### src/rtl/lcd_spi_pkg.sv
// Shared definitions for the LCD SPI arbitration slice.
//   LCD_DW / LCD_DC_BIT : LCD word width and position of the D/C flag
//                         (0 = command, 1 = data; payload in [LCD_DW-2:0])
//   arb_state_e         : one-hot arbiter state encoding
//   LCD_CMD_*           : LCD command codes used by requesters and benches
//   lcd_word()          : builds a word from D/C flag and payload
package lcd_spi_pkg;

  localparam int unsigned LCD_DW     = 9;
  localparam int unsigned LCD_DC_BIT = LCD_DW - 1;

  typedef enum logic [4:0] {
    ST_IDLE  = 5'b00001,
    ST_ISSUE = 5'b00010,
    ST_WAIT  = 5'b00100,
    ST_ACK   = 5'b01000,
    ST_HOLD  = 5'b10000
  } arb_state_e;

  localparam logic [7:0] LCD_CMD_CASET = 8'h2A;
  localparam logic [7:0] LCD_CMD_RASET = 8'h2B;
  localparam logic [7:0] LCD_CMD_RAMWR = 8'h2C;

  function automatic logic [LCD_DW-1:0] lcd_word(input logic dc, input logic [LCD_DW-2:0] payload);
    return {dc, payload};
  endfunction

endpackage

### src/rtl/lcd_rr_picker.sv
// Combinational round-robin picker.
//   req   : request vector
//   ptr   : index with highest priority this round
//   grant : one-hot first requester at/after ptr (wrapping), 0 if none
//   idx   : binary index of grant (0 if none)
module lcd_rr_picker #(
  parameter int unsigned NUM_REQ = 2,
  parameter int unsigned PW      = 1
) (
  input  logic [NUM_REQ-1:0] req,
  input  logic [PW-1:0]      ptr,
  output logic [NUM_REQ-1:0] grant,
  output logic [PW-1:0]      idx
);

  always_comb begin
    logic          found;
    logic [PW-1:0] k;
    grant = '0;
    idx   = '0;
    found = 1'b0;
    k     = '0;
    for (int unsigned i = 0; i < NUM_REQ; i++) begin
      k = PW'((32'(ptr) + i) % NUM_REQ);
      if (!found && req[k]) begin
        found    = 1'b1;
        grant[k] = 1'b1;
        idx      = k;
      end
    end
  end

endmodule

### src/rtl/lcd_spi_arbiter.sv
// Shares one LCD SPI word writer between NUM_REQ requesters. Round-robin
// grant per word; an owner holding lock keeps the writer for bursts, with a
// forced release after LOCK_TIMEOUT idle cycles in HOLD.
//   clk, rst_n  : clock, asynchronous active-low reset
//   req_i       : per-requester request, held with its word until ack_o
//   lock_i      : keep ownership after the current word
//   wdata_i     : word of requester k at [k*DW +: DW]
//   ack_o       : 1-cycle pulse, word of requester k written
//   grant_o     : one-hot current owner, 0 when free
//   busy_o      : high in every state except IDLE
//   spi_en_o    : 1-cycle start strobe to the SPI writer
//   spi_data_o  : word to the SPI writer, stable from ISSUE until done
//   spi_done_i  : 1-cycle completion pulse from the SPI writer
module lcd_spi_arbiter
  import lcd_spi_pkg::*;
#(
  parameter int unsigned NUM_REQ      = 2,
  parameter int unsigned DW           = LCD_DW,
  parameter int unsigned LOCK_TIMEOUT = 64
) (
  input  logic                  clk,
  input  logic                  rst_n,
  input  logic [NUM_REQ-1:0]    req_i,
  input  logic [NUM_REQ-1:0]    lock_i,
  input  logic [NUM_REQ*DW-1:0] wdata_i,
  output logic [NUM_REQ-1:0]    ack_o,
  output logic [NUM_REQ-1:0]    grant_o,
  output logic                  busy_o,
  output logic                  spi_en_o,
  output logic [DW-1:0]         spi_data_o,
  input  logic                  spi_done_i
);

  localparam int unsigned PW = (NUM_REQ > 1) ? $clog2(NUM_REQ) : 1;
  localparam int unsigned CW = $clog2(LOCK_TIMEOUT);
  localparam logic [CW-1:0] CNT_LAST = CW'(LOCK_TIMEOUT - 1);
  localparam logic [PW-1:0] LAST_IDX = PW'(NUM_REQ - 1);

  arb_state_e           state_q, state_d;
  logic [PW-1:0]        ptr_q, ptr_d;
  logic [PW-1:0]        owner_q, owner_d;
  logic [CW-1:0]        cnt_q, cnt_d;
  logic [NUM_REQ-1:0]   grant_d, ack_d;
  logic [DW-1:0]        data_d;
  logic                 en_d, busy_d, release_now;
  logic [NUM_REQ-1:0]   pick_grant;
  logic [PW-1:0]        pick_idx;

  lcd_rr_picker #(
    .NUM_REQ (NUM_REQ),
    .PW      (PW)
  ) u_picker (
    .req   (req_i),
    .ptr   (ptr_q),
    .grant (pick_grant),
    .idx   (pick_idx)
  );

  always_ff @(posedge clk or negedge rst_n) begin
    if (!rst_n) begin
      state_q    <= ST_IDLE;
      ptr_q      <= '0;
      owner_q    <= '0;
      cnt_q      <= '0;
      grant_o    <= '0;
      ack_o      <= '0;
      spi_data_o <= '0;
      spi_en_o   <= 1'b0;
      busy_o     <= 1'b0;
    end else begin
      state_q    <= state_d;
      ptr_q      <= ptr_d;
      owner_q    <= owner_d;
      cnt_q      <= cnt_d;
      grant_o    <= grant_d;
      ack_o      <= ack_d;
      spi_data_o <= data_d;
      spi_en_o   <= en_d;
      busy_o     <= busy_d;
    end
  end

  // Outputs are registered: every *_d below is the value seen in the cycle
  // of state_d, so the strobe and ack line up with ISSUE and ACK.
  always_comb begin
    state_d     = state_q;
    ptr_d       = ptr_q;
    owner_d     = owner_q;
    cnt_d       = cnt_q;
    grant_d     = grant_o;
    data_d      = spi_data_o;
    ack_d       = '0;
    en_d        = 1'b0;
    release_now = 1'b0;

    unique case (state_q)
      ST_IDLE: begin
        if (|req_i) begin
          owner_d = pick_idx;
          grant_d = pick_grant;
          data_d  = wdata_i[pick_idx*DW +: DW];
          en_d    = 1'b1;
          state_d = ST_ISSUE;
        end
      end
      ST_ISSUE: state_d = ST_WAIT;
      ST_WAIT: begin
        if (spi_done_i) begin
          ack_d[owner_q] = 1'b1;
          state_d        = ST_ACK;
        end
      end
      ST_ACK: begin
        if (lock_i[owner_q]) begin
          cnt_d   = '0;
          state_d = ST_HOLD;
        end else begin
          release_now = 1'b1;
        end
      end
      ST_HOLD: begin
        if (req_i[owner_q]) begin
          data_d  = wdata_i[owner_q*DW +: DW];
          en_d    = 1'b1;
          cnt_d   = '0;
          state_d = ST_ISSUE;
        end else if (!lock_i[owner_q] || cnt_q == CNT_LAST) begin
          release_now = 1'b1;
        end else begin
          cnt_d = cnt_q + 1'b1;
        end
      end
      default: state_d = ST_IDLE;
    endcase

    // Any release (normal, lock dropped, timeout) moves the owner to the
    // back of the round-robin order.
    if (release_now) begin
      state_d = ST_IDLE;
      grant_d = '0;
      ptr_d   = (owner_q == LAST_IDX) ? '0 : owner_q + 1'b1;
    end

    busy_d = (state_d != ST_IDLE);
  end

endmodule

### config.mk
export PLATFORM = sky130hd
export DESIGN_NAME = lcd_spi_arbiter
export DESIGN_NICKNAME = d
export VERILOG_FILES = /design/src/rtl/lcd_spi_pkg.sv /design/src/rtl/lcd_rr_picker.sv /design/src/rtl/lcd_spi_arbiter.sv
export SDC_FILE = /design/constraint.sdc
export NUM_CORES = 1
export LEC_CHECK = 0
export ABC_AREA = 1
export ABC_CLOCK_PERIOD_IN_PS = 1400
export CAP_MARGIN = 20
export CORE_MARGIN = 1
export CORE_UTILIZATION = 30
export DETAILED_ROUTE_END_ITERATION = 8
export GPL_ROUTABILITY_DRIVEN = 0
export GPL_TIMING_DRIVEN = 0
export RECOVER_POWER = 25
export SYNTH_ARGS = -nofsm -noshare
export SYNTH_HDL_FRONTEND = slang
export SYNTH_SLANG_ARGS = --single-unit
### constraint.sdc
create_clock -name clk -period 1.4 [get_ports clk]
set_clock_uncertainty 0.15 [all_clocks]
set_input_delay 0.28 -clock clk [delete_from_list [all_inputs] [get_ports clk]]
set_output_delay 0.28 -clock clk [all_outputs]
set_load 0.02 [all_outputs]
==> metrics, run 1 <==
status finished, violations left; failing checks setup timing; first-pass GRT wire length 6982 um; Hold Crit Class input port to async pin; Mapped Cells 220; 1st-pass router iterations 4; grt total ovfl 0; Clock transition at path regs 100 ps; num rows 26; largest fanout on the critical path 9; Post-DP Area 0.002155 mm2; Critical Path Most Common Cell nand2_1; Die H 75.44 um; Area Growth Syn to Fin 48.65%; Rel. slew slack 60.77%; period utilization 111.1%; Clock Path Buffers 2; width of the die 75.44 um; worst setup margin -155.9 ps; GRT Total Usage 15.88%; Ant. Diodes 0; pre-CTS setup slack -505.5 ps; final hold violations 0; Synth cell types 24; Wirelength per Cell 12.10 um; CTS tree yes; initial DRC count 40; IO Pins 40; CP Class register to register; Vias 1,598; clock sink count 28; VDD IR max 0.5967 mV; mux contribution to synthesized area 0%; Crit path buffers/inverters 1; layout cells sized above 1 30.88%; fmax 642.7 MHz; YS warnings 0; register area share after synthesis 43.39%; Synth Area per Inst 7.354 um2; HPWL after DPL 3009 um; critical path depth 6; H-tree levels 1; Top delay family on crit path simple AND/OR/NAND/NOR gates; CP Data Arrival Time 1580 ps; Critical Path RT 1420 ps; CP startpoint kind register; Post-Synth XOR/XNOR Area 0%; leak pwr 1.164 nW; final setup vio count 22; Worst path max stage delay 460 ps; pin count of the biggest net entering global routing 16; # DRC 0; post-route cell area 0.002405 mm2; largest family of logic cells by synthesized area simple AND/OR/NAND/NOR gates; Antenna Nets Post-Route 0; Worst R2R Setup Slack -160 ps; complex-gate fraction of the synthesized area 4.795%; initial antenna violation count 0; CP Capture Type register; synthesized cell area 0.001618 mm2; Power, Total 0.003756 W; Worst R2R Start state_q[2]; maxcap violations 0; PwrDens 1562 mW/mm2; Post-Syn Nets 246; Layout fillers 539; Layout Nets 312; CTS buffer count 3; Critical Path Slowest Stage Cell dfrtp_2; via/cell ratio 4.501; Critical Path, Cell by Cell nor2_4 -> nand4_1 -> o21ai_2 -> inv_2 -> nand2_1 -> nand2_1; Tightest Pin Transition 586.5 ps; routed wire length 4295 um; Simple-Gate Fraction of Synth Area 45.24%; Synth Register Bits 28; Core Footprint 0.005140 mm2; RSZ-0062 raised after global routing true; Port Buffer Count 39; Initial Util 31.48%; fin. max-slew vios 0; time the worst path needs with I/O delays and setup 1556 ps; die area 0.005690 mm2; worst skew pair latency 270 ps; CTS Root Buffer Type clkbuf_8; reg2reg end spi_data_o[6]; cells on worst reg2reg path 6; vias in the first global route 1,534; Post-Synth Adder-Cell Area 0.7734%
-- through the flow --
| step | hold WS [ps] | TNS, ps | util (%) | cells |
|---|---|---|---|---|
| floorplan | -165.6 | -458.6 | - | 220 |
| finish | 286.3 | -2669 | 46.79 | 355 |
| CTS | 293.2 | -2507 | 47.40 | 353 |
| detailed placement | 318.0 | -10860 | 41.92 | 330 |
| global placement | 311.1 | -25940 | 41.38 | 329 |
| global route | 339.2 | -5691 | 46.79 | 355 |
-- routing by layer --
layer  global-route usage, %  wire (um)  part of all wire [%]  vias to the layer above
met5                       0          0                     0                        -
met4                   5.761         76                   1.8                        0
met3                   1.323         73                   1.7                        8
met2                   27.88       2259                    53                       23
met1                   20.39       1885                    44                      729
li1                        -          -                     -                      838
-- area by class of cell --
type / count / area [um2] / share of cell area, %
clock buffer: 4 / 45.04 / 1.873
multi-input combinational: 171 / 959.7 / 39.91
timing repair buffer: 61 / 506.7 / 21.07
tap: 70 / 87.58 / 3.642
buffer: 2 / 22.52 / 0.9365
sequential: 28 / 708.2 / 29.45
inverter: 19 / 75.07 / 3.122
-- cell usage after synthesis --
library cell,instances,area (um2)
nand2_1,83,311.6
nand3_1,28,140.1
dfrtp_1,27,675.7
nor2_1,25,93.84
inv_1,15,56.30
nand4_1,6,37.54
o21ai_0,6,30.03
inv_2,4,15.01
nand2_2,4,25.02
nor2_4,3,33.78
o21ai_1,3,15.01
buf_6,2,22.52
nand3_2,2,20.02
o21ai_2,2,17.52
a22oi_1,1,7.510
dfstp_2,1,26.28
ha_1,1,12.51
nand3_4,1,17.52
nand3b_1,1,7.510
nand4_2,1,12.51
nor2_2,1,6.260
nor2_8,1,20.02
o21bai_1,1,7.510
or2_2,1,6.260
-- repair_timing --
action / 4_1_cts / 5_1_grt
cloned: 0 / 0
pin swaps: 16 / 10
endpoints found under the hold margin: 0 / 0
hold buffers: 0 / 0
gates resized for setup: 51 / 24
buffers inserted: 19 / 2
endpoints found under the setup margin: 38 / 38
-- placed cells by master, fill, tap and decap left out, types with 2 or more instances in the layout --
master,netlist,layout
clkbuf_2,0,12
nand2_1,83,77
clkbuf_8,0,3
o21ai_2,2,2
clkdlybuf4s50_1,0,22
nand3_4,1,2
nand2_2,4,9
buf_4,0,19
nand3_2,2,4
nand4_1,6,6
dfrtp_1,27,22
nor2_1,25,19
inv_1,15,14
o21ai_1,3,2
buf_6,2,3
inv_2,4,4
dfrtp_2,0,5
nor2_4,3,7
nand3_1,28,25
o21ai_0,6,4
o21ai_4,0,3
nor2_2,1,3
-- how the worst max path moves through the flow --
stage                    start       endpoint  slack, ps
finish              state_q[2]  spi_data_o[6]       -160
CTS                 state_q[0]  spi_data_o[6]       -150
global route        state_q[0]  spi_data_o[6]       -250
global placement         rst_n     state_q[1]       -680
detailed placement    req_i[0]  spi_data_o[3]       -510
floorplan           state_q[0]     grant_o[0]        -40
-- state kept, by name, indices dropped and copies added, names as in the netlist --
name / flops
spi_data_o: 9
cnt_q: 6
state_q: 5
ack_o: 2
grant_o: 2
busy_o: 1
owner_q: 1
ptr_q: 1
spi_en_o: 1
-- where the power goes --
group	switching (W)	total, W	internal, W
sequential	0.000174	0.00125	0.00108
combinational	0.00118	0.00204	0.000861
clock	0.000259	0.000463	0.000204
total	0.00162	0.00376	0.00214
-- cell families after synthesis --
group                    after synthesis
buffers and inverters                 21
AO/OA/AOI/OAI                         13
AND/OR/NAND/NOR                      157
adder cells (fa/ha/maj)                1
flip-flops                            28
No activity file was read; power rests on OpenSTA's default activity.
==> inputs of run 2 (changes only) <==
- MAX_ROUTING_LAYER: unset -> met4
==> metrics, run 2 (synthesis gave the netlist of run 1 again) <==
status finished, violations left; failing checks setup timing; Hold Crit Class input port to async pin; H-tree levels 1 (unchanged); width of the die 75.44 um (unchanged); Multi-input gate area 959.7 um2 (unchanged); CTS Root Buffer Type clkbuf_8; CP Data Arrival Time 1570 ps (about the same); switch share 42.94% (-0.081 points); Critical Path, Cell by Cell buf_12 -> nor2_8 -> nand3_4 -> nand2_2 -> nand3_1 -> nand2_1 -> nand2_1 -> nand2_1; HPWL after DPL 3009 um (unchanged); PwrDens 1558 mW/mm2 (-0.21%); Largest regs spi_data_o (9), cnt_q (6), state_q (5); pin count of the biggest net entering global routing 16 (unchanged); RSZ-0062 raised after global routing true; commonest cells after routing, fill and taps aside nand2_1, nand3_1, dfrtp_1, clkdlybuf4s50_1; Wirelength per Cell 12.11 um (about the same); CP startpoint kind register; Comb power frac 54.4% (about the same); first-pass GRT wire length 6969 um (-0.19%); leak pwr 1.164 nW (about the same); fmax 647.3 MHz (+0.72%); initial DRC count 41 (+2.5%); Tightest Pin Transition 585.8 ps (-0.7517 ps); Crit path buffers/inverters 1 (unchanged); vias in the first global route 1,541 (+0.46%); Net Sw Power 0.001609 W (-0.40%); GRT Total Usage 16.31% (+0.44 points); layout cells sized above 1 30.88% (unchanged); Clock Path Buffers 2 (unchanged); Critical Path Slowest Stage Cell dfstp_2; Rel. slew slack 60.82% (about the same); Flop pwr share 33.3% (about the same); cells on worst reg2reg path 8 (+2); routed wl met3 93 um (+27%); Worst path max stage delay 580 ps (+120 ps); WL met1 1874 um (-0.58%); Initial Util 31.48% (unchanged); final setup vio count 22 (unchanged); worst setup margin -144.8 ps (+11.08 ps); die area 0.005690 mm2 (unchanged); # hold bufs at CTS 0 (unchanged); Critical Path Most Common Cell nand2_1; Antenna Nets Post-Route 0 (unchanged); Layout fillers 539 (unchanged); Top delay family on crit path simple AND/OR/NAND/NOR gates; IO Pins 40 (unchanged); CP startpoint state_q[0]; time the worst path needs with I/O delays and setup 1545 ps (-11.08 ps); 1st-pass router iterations 4 (unchanged); Most flops, register spi_data_o; Post-DP Area 0.002155 mm2 (unchanged); via/cell ratio 4.532 (+0.69%); register area 708.2 um2 (unchanged); CTS tree yes; post-route cell area 0.002405 mm2 (unchanged); CTS buffer count 3 (unchanged); setup_tns -2525 ps (+143.8 ps); CP Class register to register; worst skew pair latency 270 ps (about the same); Clk pwr share 12.3% (about the same); Worst R2R Setup Slack -140 ps (about the same); Placed Cells 330 (unchanged); Area Growth Syn to Fin 48.65% (unchanged); routed wire length 4298 um (about the same); Worst R2R Start state_q[0]; reg2reg end spi_data_o[6]; Pint 0.002138 W (about the same); worst hold slack 286.4 ps (+0.07100 ps); Port Buffer Count 39 (unchanged); CP Capture Type register; pre-CTS setup slack -505.5 ps (unchanged); grt total ovfl 0 (unchanged); Core Footprint 0.005140 mm2 (unchanged); Ant. Diodes 0 (unchanged); highest routed metal layer met4; initial antenna violation count 0 (unchanged); period utilization 110.3% (-0.79 points); Die H 75.44 um (unchanged); final hold violations 0 (unchanged); # DRC 0 (unchanged); largest fanout on the critical path 9 (unchanged); Layout Nets 312 (unchanged); Critical Path RT 1420 ps (about the same); flip-flop count of the largest register after layout 9 (unchanged); most common cell after layout, fill and taps aside nand2_1; clock sink count 28 (unchanged); VDD IR max 0.5952 mV (-0.26%); num rows 26 (unchanged); Vias 1,609 (+0.69%); Clock transition at path regs 100 ps (about the same); met2 routed WL 2253 um (-0.27%); fin. max-slew vios 0 (unchanged); maxcap violations 0 (unchanged); Post-Layout Cell Count 355 (unchanged)
-- run 2: cell type report --
type                       count  area share [%]
multi-input combinational    171           39.91
tap                           70           3.642
clock buffer                   4           1.873
sequential                    28           29.45
buffer                         2          0.9365
inverter                      19           3.122
timing repair buffer          61           21.07
-- run 2: timing repair --
item                       CTS  global route
setup endpoints to repair   38            38
buffers inserted            19             2
pin swaps                   16            12
gates resized for setup     51            24
-- run 2: routing by layer --
| layer | up-vias | GRT usage (%) |
|---|---|---|
| met5 | - | - |
| met4 | 0 | 5.761 |
| met3 | 8 | 1.190 |
| met2 | 29 | 27.98 |
| met1 | 735 | 20.23 |
| li1 | 837 | - |
-- run 2: worst max path at each step --
stage                               end  cells after the start
final                     spi_data_o[6]                      8
after CTS                 spi_data_o[6]                      8
after floorplan              grant_o[0]                      7
after global routing      spi_data_o[6]                      7
after global placement       state_q[1]                      1
after detailed placement  spi_data_o[3]                      8
-- run 2: power by group through the flow --
stage               registers [W]  logic (W)  clock network [W]
finish                    0.00125    0.00204           0.000461
global route              0.00128    0.00226           0.000510
CTS                       0.00125    0.00204           0.000479
detailed placement        0.00128    0.00172                  0
global placement          0.00127    0.00170                  0
floorplan                 0.00148   0.000854                  0
-- run 2: through the flow --
step / total power (W) / utilization (%)
floorplan: 0.002338 / -
global placement: 0.002970 / 41.38
detailed placement: 0.003001 / 41.92
CTS: 0.003766 / 47.40
global route: 0.004049 / 46.79
finish: 0.003748 / 46.79
==> inputs of run 3 (changes only) <==
- ABC_CLOCK_PERIOD_IN_PS: 1400 -> 1570
- CTS_CLUSTER_SIZE: unset -> 8
- clock period: 1.4 -> 1.57 ns (I/O delays scaled with it)
==> metrics, run 3 (synthesis gave the netlist of run 1 again) <==
commonest cells after routing, fill and taps aside nand2_1, nand3_1, dfrtp_1; worst skew pair latency 280 ps (about the same); num rows 26 (unchanged); CP startpoint kind register; flip-flop count of the largest register after layout 9 (unchanged); Ant. Diodes 0 (unchanged); # DRC 0 (unchanged); HPWL after DPL 2857 um (-5.1%); Largest regs spi_data_o (9), cnt_q (6), state_q (5); Vias 1,612 (+0.19%); Clock transition at path regs 100 ps (about the same); CP Class register to register; Core Footprint 0.005140 mm2 (unchanged); Critical Path RT 1600 ps (+180 ps); Layout fillers 533 (-1.1%); CP Data Arrival Time 1590 ps (+20 ps); period utilization 99.50% (-11 points); CTS Root Buffer Type clkbuf_8; IO Pins 40 (unchanged); routed wire length 4174 um (-2.9%); Clk pwr share 13.5% (+1.2 points); most common cell after layout, fill and taps aside nand2_1; Area Growth Syn to Fin 52.44%; initial DRC count 54 (+32%); layout cells sized above 1 28.83% (-2.1 points); Wirelength per Cell 11.89 um (-1.8%); PwrDens 1371 mW/mm2 (-12%); Most flops, register spi_data_o; clock sink count 28 (unchanged); CTS tree yes; RSZ-0062 raised after global routing true; status finished, final reports clean; fin. max-slew vios 0 (unchanged); final hold violations 0 (unchanged); pin count of the biggest net entering global routing 18 (+2); CTS buffer count 3 (unchanged); Layout Nets 308 (-1.3%); GRT Total Usage 14.99% (-1.3 points); Comb power frac 53.5% (-0.9 points); worst setup margin 7.927 ps (+152.8 ps); via/cell ratio 4.593 (+1.3%); pre-CTS setup slack -449.7 ps (+55.77 ps); grt total ovfl 0 (unchanged); vias in the first global route 1,412 (-8.4%); VDD IR max 0.5426 mV (-8.8%); fmax 640.2 MHz (-1.1%); Multi-input gate area 979.7 um2 (+2.1%); time the worst path needs with I/O delays and setup 1562 ps (+17.24 ps); Rel. slew slack 46.85% (-14 points); Power, Total 0.003381 W (-9.8%); Pint 0.001938 W (-9.4%); Initial Util 31.48% (unchanged); H-tree levels 1 (unchanged); Critical Path Slowest Stage Cell dfstp_2; Tightest Pin Transition 794.6 ps (+208.8 ps); first-pass GRT wire length 6361 um (-8.7%); largest fanout on the critical path 9 (unchanged); initial antenna violation count 0 (unchanged); Clock Path Buffers 2 (unchanged); leak pwr 1.201 nW (+3.2%); CP Capture Type register; final setup vio count 0 (-100%); Net Sw Power 0.001443 W (-10%); register area 708.2 um2 (unchanged); setup_tns 0 ps (+2525 ps); Antenna Nets Post-Route 0 (unchanged); Hold Crit Class register to register; maxcap violations 0 (unchanged); Die H 75.44 um (unchanged); Worst path max stage delay 570 ps (about the same); switch share 42.68% (-0.25 points); die area 0.005690 mm2 (unchanged); width of the die 75.44 um (unchanged); Critical Path, Cell by Cell buf_12 -> nor2_8 -> nand3_4 -> nand2_2 -> nand3_1 -> nand2_1 -> nand2_2 -> nand2_1; Flop pwr share 32.9% (-0.4 points); worst hold slack 330.8 ps (+44.45 ps); 1st-pass router iterations 4 (unchanged); Port Buffer Count 39 (unchanged)
run 3: critical path: cells and delay by family, from the launching register on:
family / cells / cell delay (ps)
buffers and inverters: 1 / 110
DFF: 1 / 570
and+or+nand+nor: 7 / 620
run 3: path summary, 6_finish.rpt:
check | from | endpoint | slack (ps) | cells after the start
worst min register to register | spi_data_o[6] | spi_data_o[6] | 330 | 2
worst min-delay path | spi_data_o[6] | spi_data_o[6] | 330 | 2
min in group asynchronous | rst_n | busy_o | 410 | 1
max in group asynchronous | rst_n | state_q[1] | 300 | 2
worst max register to register | state_q[0] | spi_data_o[4] | 8 | 8
worst max-delay path | state_q[0] | spi_data_o[4] | 8 | 8
run 3: power groups by stage:
stage	Sequential [W]	Combinational, W	Clock, W
2_1_floorplan	0.00132	0.000728	0
3_3_place_gp	0.00113	0.00148	0
3_5_place_dp	0.00113	0.00149	0
4_1_cts	0.00112	0.00150	0.000483
5_1_grt	0.00114	0.00198	0.000516
6_report	0.00111	0.00181	0.000458
run 3: per-layer routing:
layer	up-vias	part of all wire, %	global-route usage (%)
li1	829	-	-
met2	14	53	25.30
met4	0	0	4.938
met1	769	45	19.00
met5	-	0	-
met3	0	1.5	1.190
run 3: timing repair:
item	4_1_cts	5_1_grt
gates resized for setup	31	38
pin swaps	6	29
setup buffers	8	8
cloned	0	1
setup endpoints to repair	36	20
hold buffers	0	0
run 3: layout make-up:
class | count | area share, %
multi-input cells | 171 | 39.73
flip-flops and latches | 28 | 28.72
repair buffers | 57 | 21.71
well taps | 70 | 3.551
inverters | 19 | 3.146
clock buffers | 4 | 2.232
plain buffers | 2 | 0.9132
run 3: through the flow:
| step | utilization, % | instances | instance area [um2] |
|---|---|---|---|
| final | 47.98 | 351 | 2466 |
| after global routing | 47.98 | 351 | 2466 |
| after CTS | 43.87 | 342 | 2255 |
| after detailed placement | 41.07 | 330 | 2111 |
| after global placement | 40.77 | 329 | 2096 |
| after floorplan | - | 220 | 1618 |
